===== src/rtl/line_reverser.sv =====
// Line reversal stage between the RX FIFO and the TX FIFO.
// Buffers one text line, then on the terminator writes it back byte-reversed
// followed by CR LF, honouring downstream backpressure.
module line_reverser #(
    parameter int unsigned              WORD_WIDTH = 8,
    parameter int unsigned              MAX_LEN    = 64,
    parameter logic [WORD_WIDTH-1:0]    TERM_CHAR  = WORD_WIDTH'(8'h0A),
    parameter logic [WORD_WIDTH-1:0]    DROP_CHAR  = WORD_WIDTH'(8'h0D)
) (
    input  logic                  clk,
    input  logic                  rst,
    input  logic [WORD_WIDTH-1:0] din,
    input  logic                  empty,
    output logic                  re,
    output logic [WORD_WIDTH-1:0] dout,
    output logic                  wr_en,
    input  logic                  full,
    output logic                  busy,
    output logic                  overflow
);

    localparam int unsigned CW = $clog2(MAX_LEN + 1);
    localparam int unsigned AW = (MAX_LEN > 1) ? $clog2(MAX_LEN) : 1;

    localparam logic [CW-1:0]         MAX_CNT = CW'(MAX_LEN);
    localparam logic [WORD_WIDTH-1:0] CR_BYTE = WORD_WIDTH'(8'h0D);
    localparam logic [WORD_WIDTH-1:0] LF_BYTE = WORD_WIDTH'(8'h0A);

    typedef enum logic [2:0] {
        S_IDLE,
        S_CAPTURE,
        S_EMIT,
        S_EMIT_CR,
        S_EMIT_LF
    } state_t;

    state_t                state_q, state_d;
    logic [CW-1:0]         count_q, count_d;
    logic [CW-1:0]         idx_q,   idx_d;
    logic [WORD_WIDTH-1:0] dout_q,  dout_d;
    logic                  busy_q,  busy_d;

    logic                  re_c;
    logic                  wr_en_c;
    logic                  overflow_c;
    logic                  mem_we;

    logic [WORD_WIDTH-1:0] line_mem [MAX_LEN];

    // State and registered-output flops
    always_ff @(posedge clk or negedge rst) begin
        if (!rst) begin
            state_q <= S_IDLE;
            count_q <= '0;
            idx_q   <= '0;
            dout_q  <= '0;
            busy_q  <= 1'b0;
        end else begin
            state_q <= state_d;
            count_q <= count_d;
            idx_q   <= idx_d;
            dout_q  <= dout_d;
            busy_q  <= busy_d;
        end
    end

    // Line buffer storage; contents are don't-care after reset
    always_ff @(posedge clk) begin
        if (mem_we) begin
            line_mem[AW'(count_q)] <= din;
        end
    end

    // Next-state and strobe decode; dout is prefetched so it is valid with wr_en
    always_comb begin
        state_d    = state_q;
        count_d    = count_q;
        idx_d      = idx_q;
        dout_d     = dout_q;
        re_c       = 1'b0;
        wr_en_c    = 1'b0;
        overflow_c = 1'b0;
        mem_we     = 1'b0;

        case (state_q)
            S_IDLE: begin
                if (!empty) begin
                    re_c    = 1'b1;
                    state_d = S_CAPTURE;
                end
            end

            S_CAPTURE: begin
                if (din == TERM_CHAR) begin
                    idx_d = count_q;
                    if (count_q == '0) begin
                        dout_d  = CR_BYTE;
                        state_d = S_EMIT_CR;
                    end else begin
                        dout_d  = line_mem[AW'(count_q - CW'(1))];
                        state_d = S_EMIT;
                    end
                end else if (din == DROP_CHAR) begin
                    state_d = S_IDLE;
                end else if (count_q < MAX_CNT) begin
                    mem_we  = 1'b1;
                    count_d = count_q + CW'(1);
                    state_d = S_IDLE;
                end else begin
                    overflow_c = 1'b1;
                    state_d    = S_IDLE;
                end
            end

            S_EMIT: begin
                if (!full) begin
                    wr_en_c = 1'b1;
                    idx_d   = idx_q - CW'(1);
                    if (idx_q == CW'(1)) begin
                        dout_d  = CR_BYTE;
                        state_d = S_EMIT_CR;
                    end else begin
                        dout_d = line_mem[AW'(idx_q - CW'(2))];
                    end
                end
            end

            S_EMIT_CR: begin
                if (!full) begin
                    wr_en_c = 1'b1;
                    dout_d  = LF_BYTE;
                    state_d = S_EMIT_LF;
                end
            end

            S_EMIT_LF: begin
                if (!full) begin
                    wr_en_c = 1'b1;
                    count_d = '0;
                    state_d = S_IDLE;
                end
            end

            default: begin
                state_d = S_IDLE;
            end
        endcase

        busy_d = (state_d == S_EMIT) || (state_d == S_EMIT_CR) || (state_d == S_EMIT_LF);
    end

    // FIFO strobes must react within the cycle to empty/full; re is also held off during reset
    assign re       = re_c & rst;
    assign wr_en    = wr_en_c;
    assign overflow = overflow_c;
    assign dout     = dout_q;
    assign busy     = busy_q;

endmodule


===== config.mk =====
export PLATFORM = sky130hd
export DESIGN_NAME = line_reverser
export DESIGN_NICKNAME = d
export VERILOG_FILES = /design/src/rtl/line_reverser.sv
export SDC_FILE = /design/constraint.sdc
export NUM_CORES = 1
export LEC_CHECK = 0
export CORE_MARGIN = 2
export CORE_UTILIZATION = 69
export CTS_CLUSTER_SIZE = 20
export DETAILED_ROUTE_END_ITERATION = 12
export DONT_BUFFER_PORTS = 1
export PLACE_DENSITY = 0.88
export SETUP_SLACK_MARGIN = 0.4
export SYNTH_ARGS = -nofsm -noshare
export SYNTH_HDL_FRONTEND = slang
export SYNTH_SLANG_ARGS = --single-unit

===== constraint.sdc =====
create_clock -name clk -period 6.35 [get_ports clk]
set_input_delay 1.27 -clock clk [delete_from_list [all_inputs] [get_ports clk]]
set_output_delay 1.27 -clock clk [all_outputs]
set_load 0.01 [all_outputs]

## Word level (Yosys, flattened, before mapping)

Memories as Yosys holds them, arrays and structs flattened.
Index checks and enable logic that the tools add are counted.

| operators by class | value |
|---|---|
| shift operators | 0 |
| $add $sub $neg | 4 |
| reduce and logical (&&, ||, !) cells | 11 |
| magnitude comparators | 1 |
| multiplexer cells | 36 |
| divide/modulo/power cells | 0 |
| bitwise gates (word level) | 1 |
| equal/unequal tests | 17 |
| $mul | 0 |

Operator list:

| operator | number |
|---|---|
| 2-to-1 mux 7 bit | 6 |
| 2-to-1 mux 8 bit | 5 |
| case mux 7 bit (2 select lines) | 2 |
| case mux 8 bit (3 select lines) | 1 |
| 2-to-1 mux 3 bit | 6 |
| == test 8 x 4 -> 1 bit, second input constant | 2 |
| 2-to-1 mux 1 bit | 15 |
| case mux 3 bit (5 select lines) | 1 |
| != test 2 bit, second input constant | 7 |
| == test 3 x 2 -> 1 bit, second input constant | 4 |
| adder 7 x 1 -> 7 bit, second input constant | 1 |
| == test 7 x 1 -> 1 bit, second input constant | 1 |
| logical NOT 7 bit | 1 |
| < comparator 7 bit, second input constant | 1 |
| subtractor 7 x 1 -> 7 bit, second input constant | 1 |
| == test 3 bit, second input constant | 2 |
| subtractor 6 x 1 -> 6 bit, second input constant | 1 |
| subtractor 6 x 2 -> 6 bit, second input constant | 1 |
| AND reduction 5 bit | 1 |
| AND reduction 4 bit | 1 |
| nonzero test 2 bit | 2 |
| == test 3 x 1 -> 1 bit, second input constant | 1 |
| logical NOT 3 bit | 1 |
| AND reduction 3 bit | 1 |
| 4 further kinds | 5 |

| word-level totals | value |
|---|---|
| word-level logic and storage cells | 76 |
| output and inout bits | 12 |
| memory bits (writable) | 512 |
| memories | 1 |
| bits in read-only memories | 0 |
| bits of input ports | 12 |
| register bits after elaboration | 26 |
| latch bits | 0 |

Memories:

| memory | words | width | rd ports | clocked after Yosys merged registers in | wr ports | line | source |
|---|---|---|---|---|---|---|---|
| line_mem | 64 | 8 | 2 | 0 | 1 | 48 | `logic [WORD_WIDTH-1:0] line_mem [MAX_LEN];` |

## Depth between registers and ports, before layout

| depth | value |
|---|---|
| depth after elaboration | 7 |
| gate-level depth with buffers | 15 |
| depth with buffers taken out | 8 |

## Worst setup path after synthesis

Ideal clock, no wire load.

| path | value |
|---|---|
| path type | flip-flop to flip-flop |
| from | reg idx_q[1] |
| to | reg dout_q[2], in the netlist dout[2] |
| setup slack | 2.821 ns |
| period minus slack after synthesis | 3.529 ns |
| data arrival time | 3.392 ns |
| buffers on the path | 5 |
| stages on the path, launching flop included | 13 |
| required time | 6.213 ns |
| library setup time | 0.137 ns |
| path through | dfrtp_1 buf_2 buf_2 buf_1 buf_2 inv_1 ha_1 xor2_1 buf_4 mux4_2 o2111a_1 a2111oi_2 o31ai_1 |

| on the way | value |
|---|---|
| cells in the longest elaborated chain, start to end | 5 |
| elaborated cells between the ends (all ways) | 6 |
| classes of those cells | 1 x add/sub; 1 x eq/ne; 3 x mux; 1 x memory |

Ends and longest elaborated chain:

| what | line | source |
|---|---|---|
| start: declaration | 39 | `logic [CW-1:0] idx_q, idx_d;` |
| start signal: assignment | 61 | `idx_q <= idx_d;` |
| subtractor 6 x 2 -> 6 bit | 123 | `dout_d = line_mem[AW'(idx_q - CW'(2))];` |
| memory (64 x 8 bit) | n/a |  |
| 2-to-1 mux 8 bit (*) | 119 | `if (idx_q == CW'(1)) begin` |
| 2-to-1 mux 8 bit (*) | 116 | `if (!full) begin` |
| case mux 8 bit (3 select lines) (*) | 85 | `case (state_q)` |
| end signal: assignment | 62 | `dout_q <= dout_d;` |
| end: declaration | 40 | `logic [WORD_WIDTH-1:0] dout_q, dout_d;` |

Mark *: on every way between the ends. The rest lies on a longest branch, timed or not. The select of a mux whose other input is x is not followed.
A chain may end at the register's enable or synchronous reset.

## Final worst setup path

| path | value |
|---|---|
| from | reg idx_q[1] |
| to | reg dout_q[4], in the netlist dout[4] |

The elaborated chain is that of the path after synthesis.

==> out/metrics.cfg <==
[grt]
grt_overflow_total=0
grt_first_pass_wirelength_mm=109
track_usage_pct=39.8
antenna_found_initial=3
grt_pass1_vias=15800
grt_max_degree=68

[setup_path]
start_kind=flip-flop
endpoint=dout[4]
cp_max_fo=38
worstPathRequired_ps=6840
path_cells=inv_1 -> ha_1 -> xor2_4 -> buf_4 -> nor2_1 -> a22o_1 -> o21ai_0 -> a311oi_1 -> a2111o_1
cp-startpoint=idx_q[1]
reg2reg_slack_ps=2030
slowest_stage=xor2_4
crit_type=flip-flop to flip-flop
r2r_cells=9
critPathArrivalTime_ps=4800
rr_startpoint=idx_q[1]
r2r_end=dout[4]
max_stage_delay_ps=640
setup.worst_path.end_class=flip-flop

[final_layout]
syn_to_final_growth_pct=8.17
drive_gt1_share_pct=27.9
seqCellArea_um2=16000
antennaDiodeCount=0
multi_input_area_um2=9200
final_nets=1440
fillers=1904
stdcell_count=1932

[clock_network]
h-tree-depth=2
cts_tree=done
numCtsBuffers=53
clockBufferDepth=3
post_cts_buffers=0
cts_resized=0
clock_latency_ps=610
postCtsHoldBufs=0
cts_root_buf=clkbuf_16
clock_sinks=538
clkTransAtPathRegs_ps=70

[power_and_ir_drop]
internal-power_mw=8.75
leakage_nw=8.72
peakVddDrop_v=0.000386
p_sw_mw=5.88
p_seq_share_pct=29.6
p_total_mw=14.6
clockPowerShare_pct=22.2
p_per_area_nw_per_um2=525
combPwrFrac_pct=48.2
swShare_pct=40.2

[timing]
slew_violations=0
worstMarginPinSlew_ps=1440
fin_setup_tns_ps=0
rsz0062_at_grt=no
finalHoldViolCount=0
finalSetupViolCount=0
fmax_ghz=0.232
min_period_over_period_pct=68.0
setup_ws_ps=2030
slew_headroom_pct=3.33
fin_worst_skew_ps=13.6
post-route-min-period_ps=4320

[floorplan]
coreArea_um2=36700
fp.dieH_um=197
dieArea_um2=38900
rows=70
io_pins=24
dieWidth_um=197
initial_core_util_pct=70.2

[synthesis]
synth.area.top_cells=edfxtp_1 60%, mux4_2 24%, dfrtp_1 2.5%, nand2_1 2.2%, nor2_1 1.5%
yosysWarnings=0
ys_top_cells_by_count=512 x edfxtp_1, 275 x mux4_2, 152 x nand2_1, 101 x nor2_1, 46 x nand4_1
synthCells=1447
synth-edff-count=512
synthFlopType=edfxtp_1
synth_top_area_share_pct=59.7
synth_area_leader_cell=edfxtp_1
synth_fp_nets=1466
seq_area_frac_synth_pct=62.2
synth.most_common_cell=edfxtp_1
syn_avg_cell_area_um2=17.8
netlist_area_um2=25800
synthArstFlopShare_pct=4.83
ys_ff_latch=538
ys_types=74

[run_status]
status=finished, final reports clean

[placement]
portBuffers=0
pre_cts_ws_ps=2170
gp_congestion=1.01
placed_cells=1834
hpwl_mm=44.7

[routing]
vias_per_cell=8.38
dr.pass1.iters=8
ant_nets=0
drt_wl_total_mm=74.6
first_iter_violations=2954
vias=16200
remaining_drc_errors=0
wire_per_inst_um=38.6

[job]
cap_violations=0

[worst_hold_path]
hp-class=input pin to asynchronous set/reset pin

==> layer usage <==
layer	vias up	track usage (%)	part of all wire, %
met3	349	12.2	16
met1	8069	54.3	32
met5	-	0	0.017
met2	1784	61.5	47
met4	2	16.1	5.2
li1	5980	-	-
==> critical path: cells and delay by family, from the launching register on <==
kind / cells / cell delay, ps
AND/OR/NAND/NOR: 1 / 270
buffers and inverters: 2 / 780
adder cells (fa/ha/maj): 1 / 420
AO/OA/AOI/OAI: 4 / 1460
XOR/XNOR: 1 / 640
flip-flops: 1 / 620
==> state kept, by name, summed over array words and instances (netlist names) <==
register / flops
state_q: 3
dout: 8
busy: 1
line_mem: 512
count_q: 7
idx_q: 7
==> kinds of logic after synthesis <==
logic type,share of synthesized area (%)
mux,25.0
xor+xnor,0.505
compound gates,2.95
buf+inv,2.34
simple gates,6.66
flops,62.2
fa+ha+maj,0.340
==> worst min path at each step <==
stage | end | slack [ps] | depth (start not counted)
finish | busy | 350 | 0
global route | state_q[1] | 350 | 0
CTS | dout[5] | 340 | 0
detailed placement | dout[5] | 620 | 1
global placement | idx_q[6] | 620 | 2
floorplan | count_q[6] | 520 | 2
==> power groups by stage <==
stage / Combinational [mW] / Sequential, mW / Clock [mW]
6_report: 7.06 / 4.33 / 3.25
5_1_grt: 7.17 / 4.35 / 3.37
2_1_floorplan: 4.84 / 4.14 / 0
4_1_cts: 6.74 / 4.32 / 3.25
3_3_place_gp: 6.56 / 4.38 / 0
3_5_place_dp: 6.62 / 4.39 / 0
==> metrics by stage <==
step	area, µm²	utilization [%]	hold slack (ps)
6_report	27900	75.9	349
5_1_grt	27900	75.9	346
4_1_cts	27900	75.9	344
2_1_floorplan	25800	-	524
3_5_place_dp	26100	71.1	623
3_3_place_gp	26100	71.1	621
==> layout by cell type (no fill, tap or decap), types with 17 or more instances in the layout <==
cell type / n
dfrtp_1: 23
nand3_1: 18
mux2i_1: 17
nand2_1: 151
buf_4: 23
edfxtp_1: 512
nand4_1: 46
clkbuf_16: 55
nor2_1: 101
mux4_2: 275
==> final cells by class <==
class	instances	area share [%]
clock inverters	33	1.28
flip-flops and latches	538	57.5
inverters	6	0.0808
repair buffers	26	0.835
clock buffers	65	5.15
well taps	468	2.10
multi-input cells	796	33.0
Power figures use the tool's default switching activity.
